`src/rtl/spi_receptor.sv`:
```
// SPI responder: synchronizes SCK/SS/MOSI into CLOCK, shifts WIDTH-bit words MSB-first in all four
// CKP/CPH modes, returns the buffered TX word on MISO and pulses RX_VALID per completed word.
module spi_receptor #(
    parameter int WIDTH       = 8,
    parameter int SYNC_STAGES = 2
) (
    input  logic             CLOCK,
    input  logic             RESET,
    input  logic             CKP,
    input  logic             CPH,
    input  logic             SCK,
    input  logic             SS,
    input  logic             MOSI,
    output logic             MISO,
    input  logic [WIDTH-1:0] TX_DATA,
    input  logic             TX_LOAD,
    output logic [WIDTH-1:0] RX_DATA,
    output logic             RX_VALID,
    output logic             BUSY
);

    localparam int CNT_W = $clog2(WIDTH + 1);
    localparam logic [CNT_W-1:0] LAST_BIT = CNT_W'(WIDTH - 1);

    typedef enum logic {IDLE, SHIFT} state_t;

    state_t                 state_q, state_d;
    logic [SYNC_STAGES-1:0] sck_sync_q, sck_sync_d;
    logic [SYNC_STAGES-1:0] ss_sync_q, ss_sync_d;
    logic [SYNC_STAGES-1:0] mosi_sync_q, mosi_sync_d;
    logic                   sck_dly_q, sck_dly_d;
    logic                   ss_dly_q, ss_dly_d;
    logic [WIDTH-1:0]       tx_buf_q, tx_buf_d;
    logic [WIDTH-1:0]       shift_tx_q, shift_tx_d;
    logic [WIDTH-1:0]       shift_rx_q, shift_rx_d;
    logic [CNT_W-1:0]       bit_cnt_q, bit_cnt_d;
    logic [WIDTH-1:0]       rx_data_q, rx_data_d;
    logic                   rx_valid_q, rx_valid_d;
    logic                   busy_q, busy_d;

    logic sck_s, ss_s, mosi_s;
    logic sck_rise, sck_fall, lead_edge, trail_edge, sample_edge, out_edge;
    logic ss_fall, ss_rise;

    assign sck_s  = sck_sync_q[SYNC_STAGES-1];
    assign ss_s   = ss_sync_q[SYNC_STAGES-1];
    assign mosi_s = mosi_sync_q[SYNC_STAGES-1];

    assign sck_rise    = sck_s & ~sck_dly_q;
    assign sck_fall    = ~sck_s & sck_dly_q;
    assign lead_edge   = CKP ? sck_fall : sck_rise;
    assign trail_edge  = CKP ? sck_rise : sck_fall;
    assign sample_edge = CPH ? trail_edge : lead_edge;
    assign out_edge    = CPH ? lead_edge : trail_edge;
    assign ss_fall     = ~ss_s & ss_dly_q;
    assign ss_rise     = ss_s & ~ss_dly_q;

    // MOSI goes through the same depth as SCK so the sampled bit lines up with the detected edge.
    always_comb begin
        sck_sync_d  = {sck_sync_q[SYNC_STAGES-2:0], SCK};
        ss_sync_d   = {ss_sync_q[SYNC_STAGES-2:0], SS};
        mosi_sync_d = {mosi_sync_q[SYNC_STAGES-2:0], MOSI};
        sck_dly_d   = sck_s;
        ss_dly_d    = ss_s;
    end

    always_ff @(posedge CLOCK) begin
        if (RESET) begin
            state_q     <= IDLE;
            sck_sync_q  <= {SYNC_STAGES{CKP}};
            ss_sync_q   <= {SYNC_STAGES{1'b1}};
            mosi_sync_q <= '0;
            sck_dly_q   <= CKP;
            ss_dly_q    <= 1'b1;
            tx_buf_q    <= '0;
            shift_tx_q  <= '0;
            shift_rx_q  <= '0;
            bit_cnt_q   <= '0;
            rx_data_q   <= '0;
            rx_valid_q  <= 1'b0;
            busy_q      <= 1'b0;
        end else begin
            state_q     <= state_d;
            sck_sync_q  <= sck_sync_d;
            ss_sync_q   <= ss_sync_d;
            mosi_sync_q <= mosi_sync_d;
            sck_dly_q   <= sck_dly_d;
            ss_dly_q    <= ss_dly_d;
            tx_buf_q    <= tx_buf_d;
            shift_tx_q  <= shift_tx_d;
            shift_rx_q  <= shift_rx_d;
            bit_cnt_q   <= bit_cnt_d;
            rx_data_q   <= rx_data_d;
            rx_valid_q  <= rx_valid_d;
            busy_q      <= busy_d;
        end
    end

    always_comb begin
        state_d = state_q;
        case (state_q)
            IDLE:    if (ss_fall) state_d = SHIFT;
            SHIFT:   if (ss_rise) state_d = IDLE;
            default: state_d = IDLE;
        endcase
    end

    always_comb begin
        tx_buf_d   = TX_LOAD ? TX_DATA : tx_buf_q;
        shift_tx_d = shift_tx_q;
        shift_rx_d = shift_rx_q;
        bit_cnt_d  = bit_cnt_q;
        rx_data_d  = rx_data_q;
        rx_valid_d = 1'b0;
        busy_d     = (state_d == SHIFT);
        case (state_q)
            IDLE: begin
                bit_cnt_d = '0;
                if (ss_fall) shift_tx_d = tx_buf_q;
            end
            SHIFT: begin
                if (sample_edge) begin
                    shift_rx_d = {shift_rx_q[WIDTH-2:0], mosi_s};
                    if (bit_cnt_q == LAST_BIT) begin
                        rx_data_d  = shift_rx_d;
                        rx_valid_d = 1'b1;
                        bit_cnt_d  = '0;
                    end else begin
                        bit_cnt_d = bit_cnt_q + 1'b1;
                    end
                end
                // A zero count at an out-edge marks a word boundary in both phases.
                if (out_edge) begin
                    if (bit_cnt_q == '0) shift_tx_d = tx_buf_q;
                    else                 shift_tx_d = {shift_tx_q[WIDTH-2:0], 1'b0};
                end
                if (ss_rise) bit_cnt_d = '0;
            end
            default: ;
        endcase
    end

    always_comb begin
        MISO     = (state_q == SHIFT) ? shift_tx_q[WIDTH-1] : 1'b0;
        RX_DATA  = rx_data_q;
        RX_VALID = rx_valid_q;
        BUSY     = busy_q;
    end

endmodule

```
`config.mk`:
```
export PLATFORM = sky130hd
export DESIGN_NAME = spi_receptor
export DESIGN_NICKNAME = d
export VERILOG_FILES = /design/src/rtl/spi_receptor.sv
export SDC_FILE = /design/constraint.sdc
export NUM_CORES = 1
export LEC_CHECK = 0
export ABC_CLOCK_PERIOD_IN_PS = 2800
export CAP_MARGIN = 20
export CORE_UTILIZATION = 45
export DETAILED_ROUTE_END_ITERATION = 12
export PLACE_DENSITY = 0.68
export SETUP_SLACK_MARGIN = 0.2
export SYNTH_ARGS = -nofsm -noshare
export SYNTH_HDL_FRONTEND = slang
export SYNTH_SLANG_ARGS = --single-unit
```
`constraint.sdc`:
```
create_clock -name CLOCK -period 2.8 [get_ports CLOCK]
set_input_delay 0.56 -clock CLOCK [delete_from_list [all_inputs] [get_ports CLOCK]]
set_output_delay 0.56 -clock CLOCK [all_outputs]
set_load 0.005 [all_outputs]
```
==> results.py, run 1 <==
metrics = {
    "run_status": {
        "status": "finished clean",
    },
    "logic_synthesis": {
        "syn_nets": 204,
        "synth_cell_types": 33,
        "syn_area_per_cell_um2": 9.72,
        "ys_seq_area_share_pct": 49.8,
        "yosysWarnings": 0,
        "synth_area_um2": 1810,
        "synthCells": 186,
        "synth_seq_cells": 45,
    },
    "cts": {
        "htree_levels": 2,
        "post_cts_buffers": 0,
        "tritoncts": "yes",
        "clk_pin_slew_ns": 0.07,
        "post_cts_resized": 0,
        "ctsHoldBuffers": 0,
        "clk_latency_ns": 0.29,
        "cts_buffers": 5,
        "cts_max_path_buffers": 2,
        "cts-root-buf": "clkbuf_8",
        "clock-sinks": 45,
    },
    "cells_and_area": {
        "fill_cells": 341,
        "stdcell_count": 260,
        "syn_to_final_growth_pct": 21.1,
        "utilization_pct": 58.5,
        "drive_above_1_share_pct": 7.55,
        "final_nets": 230,
        "layout_common_cells": "dfxtp_1 (45), mux2i_1 (26), clkdlybuf4s50_1 (26)",
        "layout_commonest_cell": "dfxtp_1",
        "num_antenna_cells": 0,
    },
    "worst_setup_path": {
        "cp_max_fo": 10,
        "worstSetupStartpoint": "BUSY",
        "crit_arrival_ns": 1.49,
        "cp_slowest_cell": "dfxtp_1",
        "r2r-start": "bit_cnt_q[0]",
        "crit_path_cell_trace": "and2_1 -> clkdlybuf4s50_1",
        "r2r_cells": 6,
        "required_ns": 2.24,
        "endpoint": "MISO",
        "end_kind": "output port",
        "slowest_delay_ns": 0.53,
        "start_kind": "register",
        "path_class": "reg2out",
        "r2r_end": "shift_tx_q[7]",
        "reg2reg_setup_slack_ns": 0.86,
    },
    "die": {
        "initial_core_util_pct": 48.3,
        "die_w_um": 65.4,
        "die_area_um2": 4280,
        "row_count": 22,
        "ios": 27,
        "core_area_um2": 3740,
        "dieHeight_um": 65.4,
    },
    "route": {
        "wl_per_cell_um": 12.1,
        "routed_wirelength_um": 3150,
        "avgViaCountPerCell": 5.12,
        "ant_nets": 0,
        "vias": 1331,
        "drc": 0,
        "drtIter0Drc": 41,
        "dr.pass1.iters": 4,
    },
    "placed_design": {
        "dp_cells": 253,
        "portBuffers": 26,
        "dp_hpwl_um": 2300,
        "place_congestion": 0.787,
        "pre_cts_ws_ns": 0.502,
    },
    "global_route": {
        "grt_pass1_vias": 1306,
        "gr-total-overflow": 0,
        "gr-usage-met3_pct": 6.25,
        "antenna_found_initial": 0,
        "grt.busiest_layer": "met2",
        "grt_use_total_pct": 17.4,
        "gr-usage-met2_pct": 28.7,
        "grt_max_degree": 33,
        "grt_pass1_wl_um": 5570,
        "globalRouteMet1Util_pct": 20.2,
    },
    "hold_path": {
        "hold_path.class": "reg2reg",
    },
    "power": {
        "combPwrFrac_pct": 8.7,
        "switching_share_pct": 21.9,
        "leakagePower_nw": 0.885,
        "p_int_uw": 913,
        "power.share.clock_pct": 33.4,
        "irDropWorstVdd_uv": 342,
        "pwr-share-seq_pct": 57.9,
        "p_per_area_nw_per_um2": 534,
        "netSwitchingPower_uw": 256,
    },
    "timing": {
        "fin_ws_ns": 0.751,
        "rsz0062_at_grt": "no",
        "drv_slew": 0,
        "setup_viol": 0,
        "fmax_mhz": 488,
        "slew_headroom_pct": 35.5,
        "finClkSkew_ns": 0.00783,
        "hold_ws_ns": 0.416,
        "min_period_over_period_pct": 73.2,
        "hold_viol": 0,
        "worst_slew_pin_slew_ns": 0.960,
        "finalCriticalPeriod_ns": 2.05,
        "finalSetupTns_ns": 0,
    },
    "job": {
        "drv_cap": 0,
    },
}
cell families after synthesis:
logic type / after synthesis / share of synthesized area, %
simple gates: 68 / 19.4
flops: 45 / 49.8
mux: 28 / 15.9
compound gates: 23 / 7.82
buf+inv: 19 / 4.71
fa+ha+maj: 2 / 1.38
xor+xnor: 1 / 0.900
sequential cells by signal, indices dropped and copies added, names as in the netlist, 2 cells and up:
name and cells:
mosi_sync_q 2, shift_rx_q 7, tx_buf_q 8, RX_DATA 8, bit_cnt_q 4, shift_tx_q 8, sck_sync_q 2, ss_sync_q 2
power by group through the flow:
stage / combinational [mW] / clock [mW] / sequential [mW]
detailed placement: 0.102 / 0 / 0.692
finish: 0.102 / 0.391 / 0.677
global route: 0.113 / 0.431 / 0.680
CTS: 0.102 / 0.399 / 0.677
floorplan: 0.0700 / 0 / 0.686
global placement: 0.0983 / 0 / 0.691
synthesized netlist by cell type (all sizes together):
master | number | area, um2
nor4b | 1 | 8.76
nor2 | 18 | 67.6
inv | 8 | 30.0
buf | 4 | 28.8
nor3 | 7 | 35.0
mux2i | 28 | 288
nor2b | 2 | 12.5
and3 | 2 | 12.5
clkbuf | 7 | 26.3
o21ai | 13 | 65.1
a211oi | 7 | 52.6
nand4 | 10 | 62.6
nand3 | 1 | 5.00
and3b | 1 | 8.76
or2 | 3 | 18.8
or3 | 1 | 6.26
dfxtp | 45 | 901
and2 | 2 | 12.5
nand2 | 13 | 48.8
ha | 2 | 25.0
nor3b | 1 | 12.5
xor2 | 1 | 16.3
a41o | 1 | 10.0
nand3b | 2 | 15.0
nand2b | 4 | 25.0
a21oi | 1 | 5.00
a211o | 1 | 8.76
critical path, delay by kind of cell (launching register included):
kind	cells	cell delay [ns]
flops	1	0.53
simple gates	1	0.19
buf+inv	1	0.49
per-stage QoR:
step	cell area [um2]	power, mW
after CTS	2190	1.18
after detailed placement	2100	0.794
after global routing	2190	1.22
final	2190	1.17
after floorplan	1810	0.756
after global placement	2100	0.789
area by class of cell:
class | count | area, um2 | area share (%)
Sequential cell | 45 | 901 | 41.1
Multi-Input combinational cell | 122 | 822 | 37.5
Timing Repair Buffer | 30 | 290 | 13.3
Clock buffer | 7 | 86.3 | 3.94
Tap cell | 48 | 60.1 | 2.74
Inverter | 8 | 30.0 | 1.37
per-layer routing:
metal	share of wire, %	vias to the layer above
met5	0	-
met4	1.6	0
met3	4.5	4
met2	46	24
met1	48	603
li1	-	700
worst min path at each step:
| stage | start | to | slack (ns) | cells past startpoint |
|---|---|---|---|---|
| floorplan | ss_sync_q[0] | ss_sync_q[1] | 0.39 | 1 |
| global placement | ss_sync_q[0] | ss_sync_q[1] | 0.40 | 1 |
| detailed placement | ss_sync_q[0] | ss_sync_q[1] | 0.40 | 1 |
| CTS | ss_sync_q[0] | ss_sync_q[1] | 0.42 | 1 |
| global route | ss_sync_q[0] | ss_sync_q[1] | 0.45 | 1 |
| finish | ss_sync_q[0] | ss_sync_q[1] | 0.42 | 1 |
(Power assumes the default switching activity.)
==> run 2, diff against run 1 <==
--- a/config.mk
+++ b/config.mk
@@ -5,7 +5,7 @@
 export SDC_FILE = /design/constraint.sdc
 export NUM_CORES = 1
 export LEC_CHECK = 0
-export ABC_CLOCK_PERIOD_IN_PS = 2800
+export ABC_CLOCK_PERIOD_IN_PS = 1900
 export CAP_MARGIN = 20
 export CORE_UTILIZATION = 45
 export DETAILED_ROUTE_END_ITERATION = 12
==> constraint.sdc (replaced) <==
create_clock -name CLOCK -period 1.9 [get_ports CLOCK]
set_input_delay 0.38 -clock CLOCK [delete_from_list [all_inputs] [get_ports CLOCK]]
set_output_delay 0.38 -clock CLOCK [all_outputs]
set_load 0.005 [all_outputs]
==> results.py, run 2 (synthesis results as in run 1) <==
metrics = {
    "run_status": {
        "status": "finished clean",
    },
    "cts": {
        "cts-root-buf": "clkbuf_8",
        "cts_buffers": 5,
        "clock-sinks": 45,
        "htree_levels": 2,
        "cts_max_path_buffers": 2,
        "tritoncts": "yes",
        "clk_latency_ns": 0.30,
        "clk_pin_slew_ns": 0.09,
        "ctsHoldBuffers": 0,
    },
    "placed_design": {
        "portBuffers": 26,
        "dp_hpwl_um": 2310,
        "place_congestion": 0.747,
    },
    "die": {
        "die_area_um2": 4280,
        "row_count": 22,
        "dieHeight_um": 65.4,
        "initial_core_util_pct": 48.3,
        "die_w_um": 65.4,
        "core_area_um2": 3740,
        "ios": 27,
    },
    "timing": {
        "drv_slew": 0,
        "worst_slew_pin_slew_ns": 0.486,
        "fmax_mhz": 651,
        "setup_viol": 0,
        "slew_headroom_pct": 67.5,
        "min_period_over_period_pct": 80.9,
        "finClkSkew_ns": 0.00468,
        "hold_viol": 0,
        "finalCriticalPeriod_ns": 1.54,
        "rsz0062_at_grt": "no",
    },
    "power": {
        "pwr-share-seq_pct": 55.6,
        "combPwrFrac_pct": 9.9,
        "netSwitchingPower_uw": 446,
        "finalPower_mw": 1.79,
        "leakagePower_nw": 0.977,
        "power.share.clock_pct": 34.5,
        "p_per_area_nw_per_um2": 766,
        "p_int_mw": 1.34,
        "irDropWorstVdd_uv": 525,
        "switching_share_pct": 24.9,
    },
    "worst_setup_path": {
        "start_kind": "register",
        "cp_slowest_cell": "clkdlybuf4s50_1",
        "end_kind": "output port",
        "crit_path_cell_trace": "clkdlybuf4s50_1",
        "r2r_cells": 6,
        "crit_cells": 1,
        "crit_arrival_ns": 1.16,
        "crit_buf_inv": 1,
        "path_delay_family": "buffers and inverters",
        "path_class": "reg2out",
        "cp_max_fo": 4,
        "required_ns": 1.52,
        "slowest_delay_ns": 0.49,
    },
    "cells_and_area": {
        "layout_commonest_cell": "dfxtp_1",
        "final_nets": 239,
        "layout_common_cells": "dfxtp_1 (44), mux2i_1 (26), clkdlybuf4s50_1 (23)",
        "seq_area_um2": 905,
        "syn_to_final_growth_pct": 29.1,
        "num_antenna_cells": 0,
        "utilization_pct": 62.4,
        "fill_cells": 324,
        "drive_above_1_share_pct": 13.5,
        "multi_input_area_um2": 845,
    },
    "global_route": {
        "antenna_found_initial": 0,
        "grt_pass1_wl_um": 5780,
        "grt_pass1_vias": 1347,
        "gr-total-overflow": 0,
        "grt_use_total_pct": 18.2,
        "grt_max_degree": 33,
    },
    "route": {
        "routed_wirelength_um": 3290,
        "vias": 1374,
        "drc": 0,
        "avgViaCountPerCell": 5.09,
        "wl_per_cell_um": 12.2,
        "drtIter0Drc": 55,
        "dr.pass1.iters": 4,
        "ant_nets": 0,
    },
    "hold_path": {
        "hold_path.class": "reg2reg",
        "hold_path_depth": 1,
    },
    "job": {
        "drv_cap": 0,
    },
}
==> run 2: cell types whose count changed in the layout (fill, tap and decap cells not counted), sizes merged <==
cell           delta
buf               +9
clkdlybuf4s50     -3
clkbuf            -2
dlymetal6s2s      +2
inv               +2
clkinvlp          +1
dlygate4sd2       +1
==> run 2: layout make-up <==
cell class	instances	area share, %
clock inverter	3	1.07
timing repair buffer	39	17.2
tap	48	2.57
multi-input combinational	122	36.2
clock buffer	5	2.95
sequential	45	38.7
inverter	8	1.29
==> run 2: what timing repair did <==
action	in CTS	in global routing
pin swaps	0	3
gates resized for setup	6	5
cloned	1	0
endpoints found under the setup margin	14	20
buffers inserted	2	1
==> run 2: per-layer routing <==
layer / vias up / routed length [um] / track usage, %
li1: 716 / - / -
met1: 623 / 1470 / 19.6
met2: 31 / 1640 / 32.1
met3: 4 / 128 / 5.73
met4: 0 / 52 / 8.15
met5: - / 0 / 0
==> run 2: power groups by stage <==
stage                     Clock, mW  Combinational [mW]  Sequential (mW)
after global routing          0.679               0.195            0.999
after detailed placement          0               0.164             1.02
after CTS                     0.631               0.177            0.995
final                         0.617               0.177            0.994
after global placement            0               0.159             1.02
after floorplan                   0               0.105             1.01
==> run 2: worst reg2reg max path, delay by kind of cell, from the launching register on <==
family | cells | cell delay [ns]
muxes | 1 | 0.13
AOI/OAI and AO/OA | 2 | 0.61
and+or+nand+nor | 1 | 0.10
DFF | 1 | 0.35
adders and majority gates | 1 | 0.14
buffers and inverters | 1 | 0.07
==> run 2: stage by stage <==
| step | TNS (ns) | std cells | setup slack [ns] | hold WS [ns] | cell area (um2) |
|---|---|---|---|---|---|
| floorplan | 0 | 186 | 0.255 | 0.389 | 1820 |
| global placement | -1.54 | 258 | -0.122 | 0.396 | 2160 |
| detailed placement | -2.60 | 258 | -0.161 | 0.396 | 2160 |
| CTS | 0 | 269 | 0.196 | 0.416 | 2320 |
| global route | 0 | 270 | 0.292 | 0.432 | 2330 |
| finish | 0 | 270 | 0.363 | 0.414 | 2330 |
==> run 2: path summary, 6_finish.rpt <==
kind | slack [ns] | startpoint | to
setup / recovery | 0.36 | BUSY | BUSY
hold / removal | 0.41 | ss_sync_q[0] | ss_sync_q[1]
hold reg to reg | 0.41 | ss_sync_q[0] | ss_sync_q[1]
setup reg to reg | 0.42 | bit_cnt_q[0] | shift_tx_q[3]
